**config.mk**
```make
export PLATFORM = sky130hd
export DESIGN_NAME = uart_rx_param
export DESIGN_NICKNAME = d
export VERILOG_FILES = /design/src/rtl/uart_pkg.sv /design/src/rtl/sync_2ff.sv /design/src/rtl/uart_rx_param.sv
export SDC_FILE = /design/constraint.sdc
export NUM_CORES = 1
export LEC_CHECK = 0
export BUFFER_PORTS_ARGS = -buffer_cell sky130_fd_sc_hd__clkbuf_2
export CAP_MARGIN = 20
export CORE_ASPECT_RATIO = 0.9
export CORE_MARGIN = 3
export CORE_UTILIZATION = 58
export CTS_BUF_LIST = sky130_fd_sc_hd__clkbuf_4 sky130_fd_sc_hd__clkbuf_8
export DETAILED_ROUTE_END_ITERATION = 6
export MAX_ROUTING_LAYER = met4
export PLACE_DENSITY = 0.87
export RECOVER_POWER = 50
export SYNTH_ARGS = -nofsm -noshare
export SYNTH_HDL_FRONTEND = slang
export SYNTH_SLANG_ARGS = --single-unit
export TNS_END_PERCENT = 20
```
**constraint.sdc**
```tcl
create_clock -name i_clk -period 2.54 [get_ports i_clk]
set_input_delay 0.127 -clock i_clk [delete_from_list [all_inputs] [get_ports i_clk]]
set_output_delay 0.127 -clock i_clk [all_outputs]
set_load 0.05 [all_outputs]
```
**src/rtl/uart_pkg.sv**
```systemverilog
// uart_pkg: shared UART state encoding and parity-mode constants for the rx/tx blocks.
package uart_pkg;
    typedef enum logic [5:0] {
        IDLE      = 6'b000001,
        START     = 6'b000010,
        DATA      = 6'b000100,
        PARITY    = 6'b001000,
        STOP      = 6'b010000,
        WAIT_HIGH = 6'b100000
    } state_t;
    localparam logic [1:0] PAR_NONE = 2'b00;
    localparam logic [1:0] PAR_EVEN = 2'b01;
    localparam logic [1:0] PAR_ODD  = 2'b10;
endpackage

```
**src/rtl/sync_2ff.sv**
```systemverilog
// sync_2ff: two-flop synchroniser for an asynchronous single-bit input, with selectable reset value.
module sync_2ff #(
    parameter logic RST_VAL = 1'b1
) (
    input  logic i_clk,
    input  logic i_reset,
    input  logic i_d,
    output logic o_q
);
    logic r_meta;
    logic r_q;
    always_ff @(posedge i_clk or posedge i_reset) begin
        if (i_reset) begin
            r_meta <= RST_VAL;
            r_q    <= RST_VAL;
        end else begin
            r_meta <= i_d;
            r_q    <= r_meta;
        end
    end
    assign o_q = r_q;
endmodule

```
**src/rtl/uart_rx_param.sv**
```systemverilog
// uart_rx_param: oversampling UART receiver with majority voting, runtime parity mode,
// framing/break detection and false-start rejection.
module uart_rx_param
    import uart_pkg::*;
#(
    parameter int NB_DATA = 8,
    parameter int NB_STOP = 1,
    parameter int OVS     = 16,
    parameter int NB_CNT  = $clog2(OVS)
) (
    input  logic               i_clk,
    input  logic               i_reset,
    input  logic               i_tick,
    input  logic               i_rx,
    input  logic [1:0]         i_parity_mode,
    output logic [NB_DATA-1:0] o_data,
    output logic               o_valid,
    output logic               o_parity_err,
    output logic               o_frame_err,
    output logic               o_break
);
    localparam int NB_IDX = $clog2(NB_DATA);
    localparam logic [NB_CNT-1:0] C_V0  = NB_CNT'(OVS/2-1);
    localparam logic [NB_CNT-1:0] C_V1  = NB_CNT'(OVS/2);
    localparam logic [NB_CNT-1:0] C_DEC = NB_CNT'(OVS/2+1);
    localparam logic [NB_CNT-1:0] C_END = NB_CNT'(OVS-1);

    state_t               r_state, w_next;
    logic [NB_CNT-1:0]    r_cnt;
    logic [NB_IDX-1:0]    r_idx;
    logic                 r_stop_idx;
    logic [1:0]           r_par_mode;
    logic [1:0]           r_votes;
    logic [NB_DATA-1:0]   r_shreg;
    logic                 r_par_err;
    logic                 r_frm_err;
    logic                 r_par_bit;
    logic                 r_stop0;
    logic [NB_DATA-1:0]   r_data;
    logic                 r_valid;
    logic                 r_perr_o;
    logic                 r_ferr_o;
    logic                 r_brk_o;
    logic                 w_rx_s;
    logic                 w_vote;
    logic                 w_dec;
    logic                 w_end;
    logic                 w_par_en;
    logic                 w_last_stop;
    logic                 w_start;

    sync_2ff #(.RST_VAL(1'b1)) u_sync (
        .i_clk  (i_clk),
        .i_reset(i_reset),
        .i_d    (i_rx),
        .o_q    (w_rx_s)
    );

    // third sample is the live line value on the decision tick
    assign w_vote      = (r_votes[0] & r_votes[1]) | (w_rx_s & (r_votes[0] | r_votes[1]));
    assign w_dec       = i_tick && (r_cnt == C_DEC);
    assign w_end       = i_tick && (r_cnt == C_END);
    assign w_par_en    = (r_par_mode == PAR_EVEN) || (r_par_mode == PAR_ODD);
    assign w_last_stop = (r_stop_idx == 1'(NB_STOP-1));
    assign w_start     = (r_state == IDLE) && !w_rx_s;

    always_ff @(posedge i_clk or posedge i_reset) begin
        if (i_reset) r_state <= IDLE;
        else         r_state <= w_next;
    end

    always_comb begin
        w_next = r_state;
        case (r_state)
            IDLE:      w_next = w_rx_s ? IDLE : START;
            START:     w_next = (w_dec && w_vote) ? IDLE : (w_end ? DATA : START);
            DATA:      if (w_end && r_idx == NB_IDX'(NB_DATA-1)) w_next = w_par_en ? PARITY : STOP;
            PARITY:    w_next = w_end ? STOP : PARITY;
            STOP:      if (w_dec && w_last_stop) w_next = w_rx_s ? IDLE : WAIT_HIGH;
            WAIT_HIGH: w_next = w_rx_s ? IDLE : WAIT_HIGH;
            default:   w_next = IDLE;
        endcase
    end

    always_ff @(posedge i_clk or posedge i_reset) begin
        if (i_reset) begin
            r_cnt      <= '0;
            r_idx      <= '0;
            r_stop_idx <= 1'b0;
            r_par_mode <= PAR_NONE;
            r_votes    <= 2'b00;
            r_shreg    <= '0;
            r_par_err  <= 1'b0;
            r_frm_err  <= 1'b0;
            r_par_bit  <= 1'b0;
            r_stop0    <= 1'b0;
            r_data     <= '0;
            r_valid    <= 1'b0;
            r_perr_o   <= 1'b0;
            r_ferr_o   <= 1'b0;
            r_brk_o    <= 1'b0;
        end else begin
            r_valid  <= 1'b0;
            r_perr_o <= 1'b0;
            r_ferr_o <= 1'b0;
            r_brk_o  <= 1'b0;
            if (r_state == IDLE || r_state == WAIT_HIGH) r_cnt <= '0;
            else if (i_tick) r_cnt <= (r_cnt == C_END) ? '0 : r_cnt + 1'b1;
            if (i_tick && r_cnt == C_V0) r_votes[0] <= w_rx_s;
            if (i_tick && r_cnt == C_V1) r_votes[1] <= w_rx_s;
            if (w_start) begin
                r_par_mode <= i_parity_mode;
                r_idx      <= '0;
                r_stop_idx <= 1'b0;
                r_par_err  <= 1'b0;
                r_frm_err  <= 1'b0;
                r_par_bit  <= 1'b0;
                r_stop0    <= 1'b0;
            end
            if (r_state == DATA && w_dec) r_shreg <= {w_vote, r_shreg[NB_DATA-1:1]};
            if (r_state == DATA && w_end) r_idx <= r_idx + 1'b1;
            if (r_state == PARITY && w_dec) begin
                r_par_err <= ((^r_shreg) ^ w_vote) != r_par_mode[1];
                r_par_bit <= w_vote;
            end
            if (r_state == STOP && w_dec) begin
                if (!w_vote) r_frm_err <= 1'b1;
                if (!r_stop_idx) r_stop0 <= w_vote;
                if (w_last_stop) begin
                    r_valid  <= 1'b1;
                    r_data   <= r_shreg;
                    r_perr_o <= r_par_err;
                    r_ferr_o <= r_frm_err | ~w_vote;
                    r_brk_o  <= (r_shreg == '0) && !r_par_bit && !(r_stop_idx ? r_stop0 : w_vote);
                end
            end
            if (r_state == STOP && w_end) r_stop_idx <= 1'b1;
        end
    end

    assign o_data       = r_data;
    assign o_valid      = r_valid;
    assign o_parity_err = r_perr_o;
    assign o_frame_err  = r_ferr_o;
    assign o_break      = r_brk_o;
endmodule

```
==> reports/summary.txt, run 1 <==
num ports -> 18
Final Routed Wirelength -> 3780 um
routed vias -> 1400
number of flops mapped to enable cells by yosys -> 0
number of global-route vias before repair -> 1419
Gates resized, CTS repair -> 0
unique cell type count in the Yosys netlist -> 47
Ant. Diodes -> 0
clk sinks -> 43
synthesized cell area -> 2140 um2
share of post-route cells with drive strength above 1 -> 19.4%
initial antenna violation count -> 0
I/O Buffers -> 17
metal2 WL -> 1850 um
CP Max Fanout -> 12
Final Cycle Share -> 79.4%
sw power -> 0.495 mW
Post-DP HPWL -> 2700 um
Commonest cells post-synth -> dfrtp_1 (40), nand2_1 (14), inv_1 (13)
cell taking the most area after synthesis -> dfrtp_1
Setup CP Type -> reg2reg
die width -> 70.1 um
Layout Cells excl Fill -> 245
routability cong. -> 0.862
Pwr Density -> 755 nW/um2
final hold vios -> 0
H-tree Lvls -> 2
post-synth top area share -> 46.7%
synthesized flop and latch total -> 43
core region area -> 3450 um2
Synth Warn # -> 0
final hold slack -> 62.9 ps
Max IR drop VDD -> 0.551 mV
min Tclk post-route -> 2020 ps
Filler cells -> 243
Starting Density -> 62.1%
clock latency on the worst-skew pair -> 300 ps
Slew Viols, Final -> 0
status -> finished, final reports clean
synth top area cells -> dfrtp_1 (47%), mux2i_1 (5.6%), ha_1 (5.3%)
Int Power -> 1.30 mW
area of the die -> 4460 um2
Hold WC Path Type -> in2reg
Reg power frac -> 46.3%
WL per Instance -> 15.4 um
syn_nets -> 195
measured slew at the worst slew-check pin -> 1040 ps
CTS clk-pin slew, worst paths -> 80 ps
DRC violations left -> 0
RSZ-0062 raised after global routing -> false
Max Clk Rate -> 496 MHz
CP Capture Type -> flip-flop
Placed Cells -> 235
clock network power share -> 35.2%
die height -> 63.7 um
post-synthesis sequential area ratio -> 50.4%
P&R area growth vs syn -> 11.2%
final setup TNS -> 0 ps
most frequent cell after synthesis -> dfrtp_1
Clock Tree Buf Depth -> 2
slew margin rel. -> 30.6%
drt via density -> 5.71
leakage power -> 1.24 nW
initial drt markers -> 64
Post-synth ARST share -> 100%
Most used DFF post-synth -> dfrtp_1
CTS Buf Count -> 5
total track usage -> 19.5%
Row Count -> 20
GR Overflow Total -> 0
Worst Skew -> 5.26 ps
Root Buffer -> clkbuf_8
highest metal used -> met4
wl on met1 -> 1700 um
CTS tree -> done
Met3 Routed Length -> 162 um
Gate Count Post-Synth -> 180
Final Util -> 69.0%
Mean Syn Cell Area -> 11.9 um2
crit path DAT -> 2200 ps
Worst Path Required -> 2720 ps
Max Cap Viol -> 0
largest net degree at the start of global routing -> 44
antenna-violating nets left -> 0
first-pass iteration count of the detailed router -> 4
final net count -> 215
Comb power frac -> 18.5%
Worst setup SP type -> flip-flop
first-pass GRT wire length -> 6600 um
Finish-stage setup viols -> 0
sw frac -> 27.5%
-- placed cells by master, fill, tap and decap left out, drive strengths merged, types with 3 or more instances in the layout --
cell type,n
nand2,16
mux2i,12
mux2,13
ha,9
o21ai,10
inv,13
clkbuf,24
nor3,4
nor2,7
dfstp,3
xnor2,7
and4b,4
xor2,4
nand4b,4
dfrtp,40
-- cells by family after synthesis --
family	count (synthesis)	synth area share [%]
AOI/OAI and AO/OA	22	6.36
xor gates and xnor gates	11	4.49
adders and majority gates	10	5.72
buffers and inverters	20	4.90
DFF	43	50.4
muxes	25	12.4
and+or+nand+nor	49	15.7
-- path summary, 6_finish.rpt --
check / startpoint / endpoint / slack [ps] / cells after the start
worst max-delay path: r_cnt[1] / o_data[7] / 520 / 5
worst min register to register: u_sync.r_meta / u_sync.o_q / 360 / 0
worst min-delay path: i_parity_mode[1] / r_par_mode[1] / 60 / 2
worst max register to register: r_cnt[1] / o_data[7] / 520 / 5
max in group asynchronous: i_reset / r_par_bit / 1220 / 4
min in group asynchronous: i_reset / o_data[3] / 690 / 4
-- metal layers --
layer | track usage (%) | up-vias
met3 | 6.22 | 6
met1 | 23.8 | 690
met4 | 7.18 | 0
met5 | - | -
li1 | - | 673
met2 | 30.4 | 31
-- power groups by stage --
stage          registers (mW)  clock network, mW  logic [mW]
5_1_grt                 0.841              0.680       0.367
4_1_cts                 0.830              0.643       0.333
3_5_place_dp            0.845                  0       0.328
2_1_floorplan           0.804                  0       0.309
3_3_place_gp            0.836                  0       0.313
6_report                0.834              0.633       0.332
-- registers in the layout (all words and copies together) (netlist names) --
signal / count
o_break: 1
o_data: 8
o_frame_err: 1
o_parity_err: 1
o_valid: 1
r_cnt: 4
r_frm_err: 1
r_idx: 3
r_par_bit: 1
r_par_err: 1
r_par_mode: 2
r_shreg: 8
r_state: 6
r_stop_idx: 1
r_votes: 2
u_sync.o_q: 1
u_sync.r_meta: 1
-- metrics by stage --
step	cell area (um2)	power, mW	worst slack (ps)
CTS	2390	1.81	502
detailed placement	2230	1.17	520
global route	2380	1.89	408
floorplan	2140	1.11	799
finish	2380	1.80	523
global placement	2230	1.15	611
-- worst max-delay path, stage by stage (launching register included) --
cell and delay, ps:
dfrtp_1 420, inv_1 100, ha_1 170, and4b_4 270, and4b_1 540, mux2_1 380
-- final cells by class --
class	count	area (um2)	share of cell area, %
clock buffers	6	76.3	3.20
clock inverters	2	60.1	2.52
inverters	13	48.8	2.05
multi-input cells	117	958	40.2
flip-flops and latches	43	1080	45.3
well taps	44	55.1	2.31
repair buffers	20	105	4.41
-- repair_timing --
action                    4_1_cts  5_1_grt
hold buffers                    2        0
setup buffers                   0        0
hold endpoints to repair       41        0
(Power assumes the default switching activity.)
==> inputs of run 2 (changes only) <==
--- a/config.mk
+++ b/config.mk
@@ -5,15 +5,16 @@
 export SDC_FILE = /design/constraint.sdc
 export NUM_CORES = 1
 export LEC_CHECK = 0
+export ABC_AREA = 1
 export BUFFER_PORTS_ARGS = -buffer_cell sky130_fd_sc_hd__clkbuf_2
 export CAP_MARGIN = 20
 export CORE_ASPECT_RATIO = 0.9
 export CORE_MARGIN = 3
-export CORE_UTILIZATION = 58
+export CORE_UTILIZATION = 55
 export CTS_BUF_LIST = sky130_fd_sc_hd__clkbuf_4 sky130_fd_sc_hd__clkbuf_8
 export DETAILED_ROUTE_END_ITERATION = 6
 export MAX_ROUTING_LAYER = met4
-export PLACE_DENSITY = 0.87
+export PLACE_DENSITY = 0.86
 export RECOVER_POWER = 50
 export SYNTH_ARGS = -nofsm -noshare
 export SYNTH_HDL_FRONTEND = slang
==> constraint.sdc (replaced) <==
create_clock -name i_clk -period 1.83 [get_ports i_clk]
set_input_delay 0.0915 -clock i_clk [delete_from_list [all_inputs] [get_ports i_clk]]
set_output_delay 0.0915 -clock i_clk [all_outputs]
set_load 0.05 [all_outputs]
==> run 2 against run 1 <==
Against the previous run: synthesized cell count up 40%; sequential power is 33% higher; fmax rose by 35%; clock power down 8.4%; sequential cell count is the same; critical endpoint is now o_data[5].
==> reports/summary.txt, run 2 <==
P&R area growth vs syn -> 10.2%
final hold vios -> 0 (unchanged)
first-pass iteration count of the detailed router -> 5 (+1)
synthesized cell area -> 2170 um2 (+1.4%)
number of flops mapped to enable cells by yosys -> 0 (unchanged)
slew margin rel. -> 31.6% (+1.0 points)
die height -> 65.6 um (+3.1%)
GR Overflow Total -> 0 (unchanged)
CTS tree -> done
Commonest cells post-synth -> nand2_1 (65), dfrtp_1 (40), inv_1 (31)
Final Routed Wirelength -> 4000 um (+5.8%)
Most used DFF post-synth -> dfrtp_1
multiplexer share of the synthesized area -> 0% (-12 points)
clock latency on the worst-skew pair -> 300 ps (about the same)
WL per Instance -> 12.4 um (-20%)
synthesized flop and latch total -> 43 (unchanged)
num ports -> 18 (unchanged)
Finish-stage setup viols -> 0 (unchanged)
Slew Viols, Final -> 0 (unchanged)
Root Buffer -> clkbuf_8
initial drt markers -> 151 (+140%)
Design Power -> 2.15 mW (+20%)
Mean Syn Cell Area -> 8.62 um2 (-28%)
cell taking the most area after synthesis -> dfrtp_1
Gate Count Post-Synth -> 252 (+40%)
synth top area cells -> dfrtp_1 (46%), nand2_1 (11%), inv_1 (5.4%)
Final Util -> 63.7% (-5.3 points)
post-synthesis sequential area ratio -> 49.7% (-0.70 points)
worst-path cell chain -> inv_1 > ha_1 > nand2_1 > inv_1 > nand2_2 > inv_2 > nand3_4 > nand2_1 > o21ai_1
FF+latch area -> 1080 um2 (unchanged)
Final Cycle Share -> 81.4% (+2.0 points)
Placed Cells -> 312 (+33%)
Filler cells -> 305 (+26%)
Synth Area in Compound Gates -> 8.69% (+2.3 points)
Row Count -> 21 (+5.0%)
largest net degree at the start of global routing -> 44 (unchanged)
DRC violations left -> 0 (unchanged)
routability cong. -> 0.907 (+5.1%)
Worst Path Required -> 2020 ps (-700 ps)
Slowest-stage cell, CP -> dfrtp_1
min Tclk post-route -> 1490 ps (-526 ps)
leakage power -> 1.22 nW (-1.8%)
share of post-route cells with drive strength above 1 -> 17.0% (-2.4 points)
Clock Tree Buf Depth -> 2 (unchanged)
Max Clk Rate -> 671 MHz (+35%)
core region area -> 3760 um2 (+8.8%)
Worst setup SP type -> flip-flop
Layout Cells excl Fill -> 323 (+32%)
Final WS setup -> 340 ps (-184 ps)
final net count -> 291 (+35%)
Post-DP HPWL -> 2940 um (+8.8%)
status -> finished, final reports clean
antenna-violating nets left -> 0 (unchanged)
Ant. Diodes -> 0 (unchanged)
measured slew at the worst slew-check pin -> 1030 ps (-15.1 ps)
setup repair bufs after CTS -> 0 (unchanged)
initial antenna violation count -> 0 (unchanged)
Setup CP Type -> reg2reg
Hold WC Path Type -> in2reg
Max IR drop VDD -> 0.774 mV (+41%)
I/O Buffers -> 17 (unchanged)
number of global-route vias before repair -> 1541 (+8.6%)
Adder-Cell Fraction of Synth Area -> 5.18% (-0.54 points)
post-synth top area share -> 46.1% (-0.65 points)
most common cell after layout, fill and taps aside -> nand2_1
Max Cap Viol -> 0 (unchanged)
crit path DAT -> 1680 ps (-520 ps)
CTS Buf Count -> 5 (unchanged)
setup slack after placement -> 357 ps (-163 ps)
largest family of logic cells by synthesized area -> simple AND/OR/NAND/NOR gates
CP Max Fanout -> 20 (+8)
most frequent cells in the layout -> nand2_1 (65), dfrtp_1 (40), inv_1 (31)
routed vias -> 1632 (+17%)
Pwr Density -> 899 nW/um2 (+19%)
unique cell type count in the Yosys netlist -> 29 (-38%)
area of the die -> 4740 um2 (+6.3%)
first-pass GRT wire length -> 6890 um (+4.3%)
Starting Density -> 57.8% (-4.2 points)
syn_nets -> 267 (+37%)
CTS clk-pin slew, worst paths -> 80 ps (about the same)
CP Capture Type -> flip-flop
multi-input logic area -> 923 um2 (-3.7%)
die width -> 72.3 um (+3.1%)
xor/xnor cell area share of the yosys netlist -> 2.42% (-2.1 points)
clk sinks -> 43 (unchanged)
max incr delay on CP -> 400 ps (-140 ps)
RSZ-0062 raised after global routing -> false
most frequent cell after synthesis -> nand2_1
H-tree Lvls -> 2 (unchanged)
simple-gate area share of the yosys netlist -> 26.2% (+10 points)
total track usage -> 19.6% (+0.15 points)
Synth Warn # -> 0 (unchanged)
Worst Skew -> 9.39 ps (+4.13 ps)
drt via density -> 5.05 (-12%)
final setup TNS -> 0 ps (unchanged)
Post-synth ARST share -> 100% (unchanged)
==> run 2: cell types whose count changed in the layout (fill, tap and decap cells not counted), sizes merged, moves of 4 or more <==
cell    previous run  this run
xnor2              7         3
mux2i             12         0
and4b              4         0
inv               13        36
nand2             16        70
o21ai             10        25
mux2              13         0
nand4b             4         0
nor2               7        27
nand3              2        16
==> run 2: what timing repair did <==
action,4_1_cts,5_1_grt
resized for setup,0,0
endpoints found under the hold margin,42,0
hold buffers,3,0
==> run 2: routing by layer <==
metal	GRT usage, %	vias up	part of all wire (%)
met5	-	-	0
met4	9.39	0	2.0
met3	3.67	8	4.7
met2	29.7	42	47
met1	25.5	737	47
li1	-	845	-
==> run 2: cell type report <==
class,instances,share of cell area (%)
clock inverters,3,0.627
repair buffers,21,4.81
multi-input cells,169,38.6
clock buffers,5,2.87
inverters,36,5.64
well taps,46,2.40
flip-flops and latches,43,45.1
==> run 2: per-stage QoR <==
step / area, um2 / hold slack (ps)
after floorplan: 2170 / 96.0
after global placement: 2290 / 179
after detailed placement: 2290 / 181
after CTS: 2400 / 1.11
after global routing: 2390 / 22.2
final: 2390 / 12.9
==> run 2: power breakdown <==
| part | leakage (nW) | internal, mW | switching [mW] |
|---|---|---|---|
| Sequential | 0.584 | 1.04 | 0.0751 |
| Clock | 0.0477 | 0.261 | 0.319 |
| Combinational | 0.588 | 0.161 | 0.300 |
==> run 2: cells by family after synthesis <==
| group | count (synthesis) |
|---|---|
| compound gates | 35 |
| xor+xnor | 6 |
| fa+ha+maj | 9 |
| buf+inv | 40 |
| flops | 43 |
| simple gates | 119 |
==> run 2: worst max-delay path: cells and delay by family, from the launching register on <==
family	cells	cell delay (ps)
AND/OR/NAND/NOR	4	470
flip-flops	1	400
buffers and inverters	3	270
adder cells (fa/ha/maj)	1	160
AO/OA/AOI/OAI	1	80
==> run 2: worst paths after layout <==
path,depth (start not counted),end,slack (ps),from
min in group asynchronous,4,o_data[7],690,i_reset
max in group asynchronous,4,r_shreg[1],500,i_reset
min,3,r_par_mode[1],10,i_parity_mode[1]
max,9,o_data[5],340,r_cnt[1]
min reg2reg,0,u_sync.o_q,360,u_sync.r_meta
max reg2reg,9,o_data[5],340,r_cnt[1]
==> inputs of run 3 (changes only) <==
--- a/config.mk
+++ b/config.mk
@@ -5,7 +5,7 @@
 export SDC_FILE = /design/constraint.sdc
 export NUM_CORES = 1
 export LEC_CHECK = 0
-export ABC_AREA = 1
+export ABC_AREA = 0
 export BUFFER_PORTS_ARGS = -buffer_cell sky130_fd_sc_hd__clkbuf_2
 export CAP_MARGIN = 20
 export CORE_ASPECT_RATIO = 0.9
==> constraint.sdc (replaced) <==
create_clock -name i_clk -period 1.3 [get_ports i_clk]
set_input_delay 0.065 -clock i_clk [delete_from_list [all_inputs] [get_ports i_clk]]
set_output_delay 0.065 -clock i_clk [all_outputs]
set_load 0.05 [all_outputs]
==> run 3 against run 2 <==
Against the previous run: clock power grew 46%; the run now ends with setup timing left; critical endpoint is now o_data[6]; cell count shrank 12%; largest cell class unchanged; fmax shrank 12%; sequential share of layout area shrank 6.3 points; worst setup slack lost 730 ps; via count shrank 0.67%; sequential cell count is the same; core utilization grew 15 points; global-route usage grew 3.8 points; combinational power grew 130%; non-clock buffer count grew 39; sequential power grew 45%.
==> reports/summary.txt, run 3 (same netlist as run 1, synthesis figures left out) <==
status -> finished, violations left
failing checks -> setup timing
Post-DP HPWL -> 3480 um (+18%)
most common cell after layout, fill and taps aside -> dfrtp_1
area of the die -> 4680 um2 (-1.3%)
highest metal used -> met4
final hold vios -> 0 (unchanged)
RSZ-0062 raised after global routing -> true
final hold slack -> 10.5 ps (-2.38 ps)
measured slew at the worst slew-check pin -> 582 ps (-444 ps)
CTS clk-pin slew, worst paths -> 80 ps (about the same)
wl on met1 -> 2180 um (+17%)
CP Capture Type -> flip-flop
Final Util -> 78.6% (+15 points)
Post-DP Area -> 2560 um2 (+12%)
largest net degree at the start of global routing -> 44 (unchanged)
DRC violations left -> 0 (unchanged)
Starting Density -> 60.3% (+2.5 points)
Clock Tree Buf Depth -> 2 (unchanged)
initial antenna violation count -> 0 (unchanged)
design area -> 2790 um2 (+17%)
first-pass GRT wire length -> 8220 um (+19%)
die height -> 65.2 um (-0.63%)
Finish-stage setup viols -> 41 (+41)
WL per Instance -> 18.0 um (+45%)
CP Max Fanout -> 6 (-70%)
initial drt markers -> 160 (+6.0%)
total track usage -> 23.4% (+3.8 points)
hold path cells -> 2 (-1)
Placed Cells -> 271 (-13%)
Worst Path Required -> 1480 ps (-540 ps)
Max Cap Viol -> 0 (unchanged)
core region area -> 3550 um2 (-5.4%)
Root Buffer -> clkbuf_8
Row Count -> 20 (-4.8%)
antenna-violating nets left -> 0 (unchanged)
Slew Viols, Final -> 0 (unchanged)
Layout Cells excl Fill -> 285 (-12%)
Max Clk Rate -> 592 MHz (-12%)
Max IR drop VDD -> 1.15 mV (+49%)
CTS tree -> done
worst reg2reg path depth -> 6 (-3)
I/O Buffers -> 17 (unchanged)
Setup CP Type -> reg2reg
metal2 WL -> 2630 um (+41%)
clk sinks -> 43 (unchanged)
routability cong. -> 1.04 (+14%)
leakage power -> 1.45 nW (+18%)
Hold WC Path Type -> in2reg
first-pass iteration count of the detailed router -> 4 (-1)
min Tclk post-route -> 1690 ps (+200 ps)
H-tree Lvls -> 2 (unchanged)
share of post-route cells with drive strength above 1 -> 43.2% (+26 points)
Design Power -> 3.52 mW (+64%)
Ant. Diodes -> 0 (unchanged)
Final WS setup -> -390 ps (-730 ps)
Final Cycle Share -> 130% (+49 points)
clock latency on the worst-skew pair -> 290 ps (about the same)
num ports -> 18 (unchanged)
P&R area growth vs syn -> 30.2%
Final Routed Wirelength -> 5120 um (+28%)
GR Overflow Total -> 0 (unchanged)
Worst Skew -> 6.09 ps (-3.30 ps)
most frequent cells in the layout -> dfrtp_1 (37), buf_4 (32), clkbuf_2 (17)
final net count -> 255 (-12%)
crit path DAT -> 1870 ps (+190 ps)
routed vias -> 1621 (-0.67%)
drt via density -> 5.69 (+13%)
Met3 Routed Length -> 221 um (+18%)
slew margin rel. -> 61.2% (+30 points)
Pwr Density -> 1260 nW/um2 (+40%)
Worst setup SP type -> flip-flop
die width -> 71.8 um (-0.64%)
number of global-route vias before repair -> 1742 (+13%)
CTS Buf Count -> 5 (unchanged)
## run 3: changes by cell type in the layout (fill, tap and decap cells not counted), moves of 6 or more
cell	previous run	this run
nor2_1	20	5
nand2_1	65	13
mux2_4	0	9
buf_4	0	32
inv_1	31	12
buf_6	0	6
o21ai_1	17	5
nand3_1	13	2
mux2i_1	0	12
## run 3: path summary, 6_finish.rpt
| path | start | to | slack (ps) |
|---|---|---|---|
| max in group asynchronous | i_reset | r_cnt[0] | 380 |
| worst max register to register | r_cnt[1] | o_data[6] | -390 |
| worst max-delay path | r_cnt[1] | o_data[6] | -390 |
| min in group asynchronous | i_reset | o_data[4] | 490 |
| worst min register to register | u_sync.r_meta | u_sync.o_q | 360 |
| worst min-delay path | i_parity_mode[0] | r_par_mode[0] | 10 |
## run 3: per-stage QoR
stage / TNS (ps) / setup WS (ps)
floorplan: -7330 / -415
global placement: -8670 / -326
detailed placement: -10770 / -415
CTS: -9880 / -388
global route: -12620 / -421
finish: -10520 / -390
## run 3: report_power, final
part	leakage (nW)	internal (mW)	switching, mW
logic	0.864	0.562	0.499
registers	0.536	1.46	0.152
clock network	0.0446	0.396	0.451
## run 3: per-layer routing
metal	up-vias	global-route usage (%)
met1	820	26.9
met2	40	41.2
li1	749	-
met4	0	7.75
met5	-	-
met3	12	4.74
## run 3: layout make-up
type | instances | area [um2]
clock buffers | 6 | 76.3
clock inverters | 2 | 12.5
fillers | 206 | 762
inverters | 13 | 48.8
multi-input cells | 117 | 1050
flip-flops and latches | 43 | 1080
well taps | 44 | 55.1
repair buffers | 60 | 465
## run 3: timing repair
action	4_1_cts	5_1_grt
hold endpoints to repair	41	0
buffers inserted	0	3
endpoints found under the setup margin	41	41
pin swaps	5	7
hold buffers	2	0
gates resized for setup	17	11
cloned	0	1
## run 3: worst max-delay path: stages (launching register included)
cell and delay [ps]:
dfrtp_1 400, inv_2 80, ha_4 130, and4b_4 230
and4b_2 290, buf_12 150, mux2_4 300
